### config.mk
export PLATFORM = sky130hd
export DESIGN_NAME = fact_arbiter
export DESIGN_NICKNAME = d
export VERILOG_FILES = /design/src/rtl/fact_arbiter.sv
export SDC_FILE = /design/constraint.sdc
export NUM_CORES = 1
export LEC_CHECK = 0
export CORE_AREA = 2 2 90 92
export CTS_CLUSTER_DIAMETER = 120
export DETAILED_ROUTE_END_ITERATION = 7
export DIE_AREA = 0 0 92 94
export PLACE_DENSITY_LB_ADDON = 0.25
export SLEW_MARGIN = 20
export SYNTH_ARGS = -nofsm -noshare
export SYNTH_HDL_FRONTEND = slang
export SYNTH_SLANG_ARGS = --single-unit
### constraint.sdc
create_clock -name clk -period 4.05 [get_ports clk]
set_clock_uncertainty 0.15 [all_clocks]
set_input_delay 0.81 -clock clk [delete_from_list [all_inputs] [get_ports clk]]
set_output_delay 0.81 -clock clk [all_outputs]
set_load 0.005 [all_outputs]
### src/rtl/fact_arbiter.sv
`default_nettype none
// ============================================================================
// Module   : fact_arbiter
// Purpose  : Round-robin arbiter sharing one factorial unit among NREQ
//            requesters, with operand range check and WAIT watchdog.
// Revision : 1.0
// ============================================================================
module fact_arbiter #(
  parameter int NREQ    = 4,
  parameter int WIDTH   = 32,
  parameter int TIMEOUT = 64
) (
  input  logic                clk,
  input  logic                reset,
  input  logic [NREQ-1:0]     req,
  input  logic [4*NREQ-1:0]   n_in,
  output logic [NREQ-1:0]     gnt,
  output logic [NREQ-1:0]     resp_valid,
  output logic [WIDTH-1:0]    result,
  output logic                err,
  output logic                busy,
  output logic [3:0]          fu_n,
  output logic                fu_go,
  input  logic                fu_done,
  input  logic                fu_err,
  input  logic [WIDTH-1:0]    fu_result
);

  localparam int PW    = (NREQ > 1) ? $clog2(NREQ) : 1;
  localparam int CW    = $clog2(TIMEOUT + 1);
  localparam int C_MAX_N = 12;

  typedef enum logic [1:0] {
    IDLE  = 2'd0,
    ISSUE = 2'd1,
    WAIT  = 2'd2,
    RESP  = 2'd3
  } state_t;

  state_t           state_q, state_d;
  logic [PW-1:0]    ptr_q, ptr_d;
  logic [PW-1:0]    owner_q, owner_d;
  logic [3:0]       n_reg_q, n_reg_d;
  logic [CW-1:0]    cnt_q, cnt_d;
  logic [WIDTH-1:0] result_q, result_d;
  logic             err_q, err_d;

  logic             pick_vld;
  logic [PW-1:0]    pick_idx;
  logic [3:0]       pick_n;
  logic             n_ok;

  // Two passes: requesters at/after the pointer first, then wrap to the rest.
  always_comb begin
    pick_vld = 1'b0;
    pick_idx = '0;
    pick_n   = '0;
    for (int j = 0; j < NREQ; j++) begin
      if (!pick_vld && req[j] && (PW'(j) >= ptr_q)) begin
        pick_vld = 1'b1;
        pick_idx = PW'(j);
        pick_n   = n_in[4*j +: 4];
      end
    end
    for (int j = 0; j < NREQ; j++) begin
      if (!pick_vld && req[j]) begin
        pick_vld = 1'b1;
        pick_idx = PW'(j);
        pick_n   = n_in[4*j +: 4];
      end
    end
  end

  assign n_ok = (n_reg_q <= 4'(C_MAX_N));

  always_comb begin
    state_d  = state_q;
    ptr_d    = ptr_q;
    owner_d  = owner_q;
    n_reg_d  = n_reg_q;
    cnt_d    = cnt_q;
    result_d = result_q;
    err_d    = err_q;
    case (state_q)
      IDLE: begin
        if (pick_vld) begin
          owner_d = pick_idx;
          n_reg_d = pick_n;
          state_d = ISSUE;
        end
      end
      ISSUE: begin
        if (n_ok) begin
          cnt_d   = '0;
          state_d = WAIT;
        end else begin
          result_d = '0;
          err_d    = 1'b1;
          state_d  = RESP;
        end
      end
      WAIT: begin
        // Unit error wins over a simultaneous done; done wins over the watchdog.
        if (fu_err) begin
          result_d = '0;
          err_d    = 1'b1;
          state_d  = RESP;
        end else if (fu_done) begin
          result_d = fu_result;
          err_d    = 1'b0;
          state_d  = RESP;
        end else if (cnt_q == CW'(TIMEOUT - 1)) begin
          result_d = '0;
          err_d    = 1'b1;
          state_d  = RESP;
        end else begin
          cnt_d = cnt_q + CW'(1);
        end
      end
      RESP: begin
        ptr_d   = (owner_q == PW'(NREQ - 1)) ? '0 : owner_q + PW'(1);
        state_d = IDLE;
      end
      default: state_d = IDLE;
    endcase
  end

  always_ff @(posedge clk or posedge reset) begin
    if (reset) begin
      state_q  <= IDLE;
      ptr_q    <= '0;
      owner_q  <= '0;
      n_reg_q  <= '0;
      cnt_q    <= '0;
      result_q <= '0;
      err_q    <= 1'b0;
    end else begin
      state_q  <= state_d;
      ptr_q    <= ptr_d;
      owner_q  <= owner_d;
      n_reg_q  <= n_reg_d;
      cnt_q    <= cnt_d;
      result_q <= result_d;
      err_q    <= err_d;
    end
  end

  always_comb begin
    gnt        = '0;
    resp_valid = '0;
    for (int j = 0; j < NREQ; j++) begin
      gnt[j]        = (state_q == ISSUE) && (owner_q == PW'(j));
      resp_valid[j] = (state_q == RESP)  && (owner_q == PW'(j));
    end
  end

  assign fu_go  = (state_q == ISSUE) && n_ok;
  assign fu_n   = ((state_q == ISSUE) || (state_q == WAIT)) ? n_reg_q : 4'd0;
  assign busy   = (state_q != IDLE);
  assign result = result_q;
  assign err    = err_q;

endmodule
`default_nettype wire

==> qor.json, run 1 <==
{
  "finalSetupViolations": 0,
  "clock_insertion_delay_worst_skew_ps": 300,
  "ctsRootBufferMaster": "clkbuf_8",
  "max_slew_margin": 0.437,
  "antennaDiodeCount": 0,
  "die-area_um2": 8650,
  "cp-start-kind": "flop",
  "period_minus_slack_ps": 2880,
  "yosys-top-cells-area": "dfrtp_1 (47%), a22o_1 (11%), ha_1 (4.3%)",
  "mappedNetlistArea_um2": 2640,
  "port_buffers": 102,
  "tightestPinTransition_ps": 844,
  "vias_per_cell": 5.07,
  "dpl_worst_slack_ps": 1300,
  "area_growth_pct": 45.3,
  "avgSynthCellArea_um2": 10.6,
  "synth.mux.area_fraction": 0.0209,
  "synth_enable_flop_cells": 0,
  "postCtsSetupRepairBufs": 0,
  "routability_congestion": 0.871,
  "worst_ir_drop_vdd_mv": 0.275,
  "synth.yosys.warnings": 0,
  "synth_async_sr_flop_share": 1.00,
  "max-cap-violations": 0,
  "area_share_of_the_leading_cell_type_in_the_synthesized_netlist": 0.474,
  "timing.critical_path.max_delay_family": "buffers and inverters",
  "critPathMaxStageDelay_ps": 490,
  "critical_path.endpoint_type": "output port",
  "drcViolationCount": 0,
  "cts_tree": "yes",
  "synth_xor_xnor_area_share": 0.0133,
  "nNetsFinal": 416,
  "grt_overflow_total": 0,
  "critPathKind": "reg -> out",
  "die_h_um": 94,
  "detailedRoute.firstIterationViolations": 77,
  "largest_fanout_on_the_critical_path": 7,
  "synth.top_cells.by_count": "dfrtp_1 (50), a22o_1 (32), nand2_1 (17), inv_1 (15), nor2_1 (15)",
  "fin_total_pwr_w": 0.00227,
  "fmax_mhz": 347,
  "synthesis.instances": 250,
  "drtAntennaViolNets": 0,
  "yosys.area_share.simple": 0.166,
  "placed_area_um2": 3730,
  "leakage_nw": 1.64,
  "detailroute.via_count": 2303,
  "cts.path.max_buffers": 2,
  "num_rows": 32,
  "drv_slew": 0,
  "initial_utilization": 0.347,
  "post-route-period-util": 0.711,
  "routed_wl_um": 6870,
  "worst_path_max_delay_cell": "clkdlybuf4s50_1",
  "track_usage": 0.161,
  "worst_slack_ps": 1170,
  "largest_family_of_logic_cells_by_synthesized_area": "compound AO/OA/AOI/OAI gates",
  "synth_nets": 315,
  "outcome": "finished clean",
  "avgRoutedWirePerCell_um": 15.1,
  "io_pins": 103,
  "maximum_number_of_pins_on_one_net_before_global_route_repair": 51,
  "final_hold_viol_count": 0,
  "crit_arrival_ps": 1920,
  "cts_max_level": 2,
  "grt_setup_unrepaired": "no",
  "cts_inserted_buffers": 5,
  "tritoncts_num_sinks": 50,
  "critPathBufInv": 2,
  "complex_gate_fraction_of_the_synthesized_area": 0.237,
  "totalNegativeSetupSlack_ps": 0,
  "dieWidth_um": 92,
  "synth_adder_area_share": 0.0427,
  "dp_hpwl_um": 5090,
  "cts_resized": 0,
  "power_density_nw_per_um2": 592,
  "timing.critical_path.required_ps": 3090,
  "detail_route.first_pass.iterations": 4,
  "final_design_area_no_fill_um2": 3830,
  "cts-hold-fix-buffers": 0,
  "worst_setup_hold_path_clk_slew_ps": 100,
  "ys_types": 48,
  "synth.yosys.seq_area_share": 0.474,
  "synth.most_common_cell": "dfrtp_1",
  "post_route_cells_drive_above_1_share": 0.0682,
  "crit_path_cell_trace": "inv_1 > ha_1 > and2_1 > clkdlybuf4s50_1",
  "first_pass_grt_wire_length_um": 11400,
  "ys.flop_type": "dfrtp_1",
  "antenna_found_initial": 0,
  "netlist.top_cell.by_area": "dfrtp_1",
  "num-fill-cells": 722,
  "core_um2": 7610,
  "grt_pass1_vias": 2224,
  "worst_hold_path_type": "reg -> reg",
  "yosys_register_bits": 50
}
==> power breakdown <==
part           switching [W]  total [W]  internal (W)
combinational       0.000545    0.00115      0.000604
clock               0.000186   0.000316      0.000130
sequential          0.000142   0.000802      0.000660
==> metrics by stage <==
step / cells / hold WS (ps) / utilization
global route: 454 / 382 / 0.504
detailed placement: 446 / 341 / 0.491
floorplan: 250 / 348 / -
global placement: 446 / 337 / 0.491
CTS: 454 / 368 / 0.503
finish: 454 / 365 / 0.504
==> per-layer routing <==
layer / part of all wire / vias up / wire, um / GRT usage
met1: 0.47 / 1105 / 3200 / 0.222
met5: 0 / - / 0 / 0
met2: 0.48 / 68 / 3310 / 0.260
li1: - / 1126 / - / -
met4: 0.0083 / 0 / 57 / 0.0373
met3: 0.044 / 4 / 305 / 0.0361
==> flip-flops by register name, indices dropped and copies added, names as in the netlist <==
signal / flops
state_q: 2
ptr_q: 2
n_reg_q: 4
err: 1
cnt_q: 7
owner_q: 2
result: 32
==> layout make-up <==
class,count,area [um^2],area share
multi-input cells,176,1270,0.331
flip-flops and latches,50,1250,0.327
clock inverters,3,28.8,0.00751
inverters,15,57.6,0.0150
repair buffers,103,1030,0.268
clock buffers,5,68.8,0.0180
well taps,102,128,0.0333
==> placed cells by master (no fill, tap or decap), types with 4 or more instances in the layout <==
cell type | netlist | routed
clkdlybuf4s50_1 | 0 | 102
dfrtp_1 | 50 | 50
a22o_1 | 32 | 32
nand2_1 | 17 | 17
inv_1 | 15 | 14
nor2_1 | 15 | 14
and2_1 | 13 | 13
a21oi_1 | 12 | 12
o22ai_1 | 10 | 10
ha_1 | 9 | 9
nand2b_1 | 6 | 6
clkbuf_8 | 0 | 5
xnor2_1 | 4 | 4
o21ai_0 | 4 | 4
nor3b_1 | 4 | 4
==> path summary, 6_finish.rpt <==
check                                 from    endpoint  slack (ps)  cells past startpoint
worst min-delay path            result[14]  result[14]         360                      1
worst min register to register  result[14]  result[14]         360                      1
worst max register to register    cnt_q[0]  result[18]        1800                      5
worst max-delay path            state_q[0]     fu_n[0]        1170                      4
max in group asynchronous            reset   result[7]        2430                      2
min in group asynchronous            reset  result[31]         810                      2
==> kinds of logic (layout without fill, tap and decap cells) <==
group | after synthesis | count (layout)
mux | 5 | 5
flops | 50 | 50
xor+xnor | 4 | 4
fa+ha+maj | 9 | 9
buf+inv | 24 | 126
simple gates | 76 | 76
compound gates | 82 | 82
(Power assumes the default switching activity.)
==> run 2: changes to the inputs <==
- clock period: 4.05 -> 2.5 ns (I/O delays scaled with it)
==> qor.json, run 2 (same netlist as run 1, synthesis figures left out) <==
{
  "outcome": "finished clean",
  "vias_per_cell": 5.09,
  "largest_fanout_on_the_critical_path": 7,
  "drv_slew": 0,
  "cp-start-kind": "flop",
  "fmax_mhz": 410,
  "track_usage": 0.167,
  "max_slew_margin": 0.597,
  "num_rows": 32,
  "cts_tree": "yes",
  "dp_hpwl_um": 5290,
  "ctsRootBufferMaster": "clkbuf_8",
  "cts-hold-fix-buffers": 0,
  "detailroute.via_count": 2340,
  "routability_congestion": 0.914,
  "first_pass_grt_wire_length_um": 11600,
  "worst_setup_hold_path_clk_slew_ps": 100,
  "tritoncts_num_sinks": 50,
  "worst_r2r_setup_slack_ps": 220,
  "detail_route.first_pass.iterations": 4,
  "antennaDiodeCount": 0,
  "critical_path.endpoint_type": "output port",
  "period_minus_slack_ps": 2440,
  "post_route_cells_drive_above_1_share": 0.0950,
  "crit_arrival_ps": 1790,
  "cts_inserted_buffers": 5,
  "largest_register_ffs": 32,
  "post-route-period-util": 0.975,
  "drtAntennaViolNets": 0,
  "critPathKind": "reg -> out",
  "area_taken_by_flip_flops_and_latches_um2": 1250,
  "grt_setup_unrepaired": "yes",
  "most-common-layout-cells": "clkdlybuf4s50_1 (102), dfrtp_1 (50), a22o_1 (32)",
  "tightestPinTransition_ps": 598,
  "io_pins": 103,
  "timing.critical_path.required_ps": 1850,
  "final.hold.worst_slack_ps": 362,
  "core_um2": 7610,
  "worst_hold_path_type": "reg -> reg",
  "port_buffers": 102,
  "grt_overflow_total": 0,
  "avgRoutedWirePerCell_um": 15.5,
  "initial_utilization": 0.347,
  "max-cap-violations": 0,
  "die-area_um2": 8650,
  "grt_pass1_vias": 2364,
  "antenna_found_initial": 0,
  "num-fill-cells": 709,
  "maximum_number_of_pins_on_one_net_before_global_route_repair": 51,
  "cts.path.max_buffers": 2,
  "detailedRoute.firstIterationViolations": 116,
  "final_hold_viol_count": 0,
  "nNetsFinal": 422,
  "worst_ir_drop_vdd_mv": 0.556,
  "layout.core_utilization": 0.515,
  "layout_commonest_cell": "clkdlybuf4s50_1",
  "area_growth_pct": 48.4,
  "clock_insertion_delay_worst_skew_ps": 310,
  "power_density_nw_per_um2": 967,
  "cts_max_level": 2,
  "multi_input_area_um2": 1300,
  "routed_wl_um": 7110,
  "leakage_nw": 1.67,
  "drcViolationCount": 0,
  "finalSetupViolations": 0,
  "die_h_um": 94,
  "dieWidth_um": 92
}
-- run 2: through the flow --
step                instances  total power, W  setup slack (ps)  TNS (ps)  instance area (um^2)
CTS                       460         0.00376              36.5         0                  3890
global route              460         0.00409            -0.466    -0.466                  3920
finish                    460         0.00379              63.3         0                  3920
detailed placement        449         0.00320               140         0                  3770
global placement          449         0.00319               151         0                  3770
floorplan                 250         0.00240               649         0                  2640
-- run 2: worst paths after layout --
kind,from,end,cells after the start
max in group asynchronous,reset,err,3
worst min-delay path,result[5],result[5],1
worst min register to register,result[5],result[5],1
worst max register to register,state_q[1],result[10],7
worst max-delay path,state_q[0],fu_n[0],4
min in group asynchronous,reset,result[13],3
-- run 2: routing by layer --
| metal | wire, um | up-vias | GRT usage |
|---|---|---|---|
| met5 | 0 | - | 0 |
| li1 | - | 1129 | - |
| met1 | 3170 | 1131 | 0.216 |
| met2 | 3540 | 68 | 0.281 |
| met3 | 284 | 12 | 0.0241 |
| met4 | 114 | 0 | 0.0672 |
-- run 2: critical path, cell delays in order, from the launching register on --
cell and delay (ps):
dfrtp_1 420, inv_1 110, ha_4 320, and2_1 140, clkdlybuf4s50_1 500
-- run 2: layout make-up --
type,count,share of cell area
Clock buffer,5,0.0176
Clock inverter,3,0.00671
Inverter,15,0.0144
Multi-Input combinational cell,176,0.332
Sequential cell,50,0.320
Tap cell,102,0.0326
Timing Repair Buffer,109,0.277
-- run 2: power by group --
group	switching, W	internal (W)
clock network	0.000298	0.000207
registers	0.000228	0.00107
logic	0.000923	0.00106
-- run 2: timing repair --
item / 4_1_cts / 5_1_grt
setup buffers: 3 / 0
resized for setup: 2 / 4
endpoints found under the setup margin: 5 / 9
==> run 3: changes to the inputs <==
- ABC_CLOCK_PERIOD_IN_PS: unset -> 2500
==> results of run 3 <==
Final layout, timing and power as in run 2 (identical DEF).
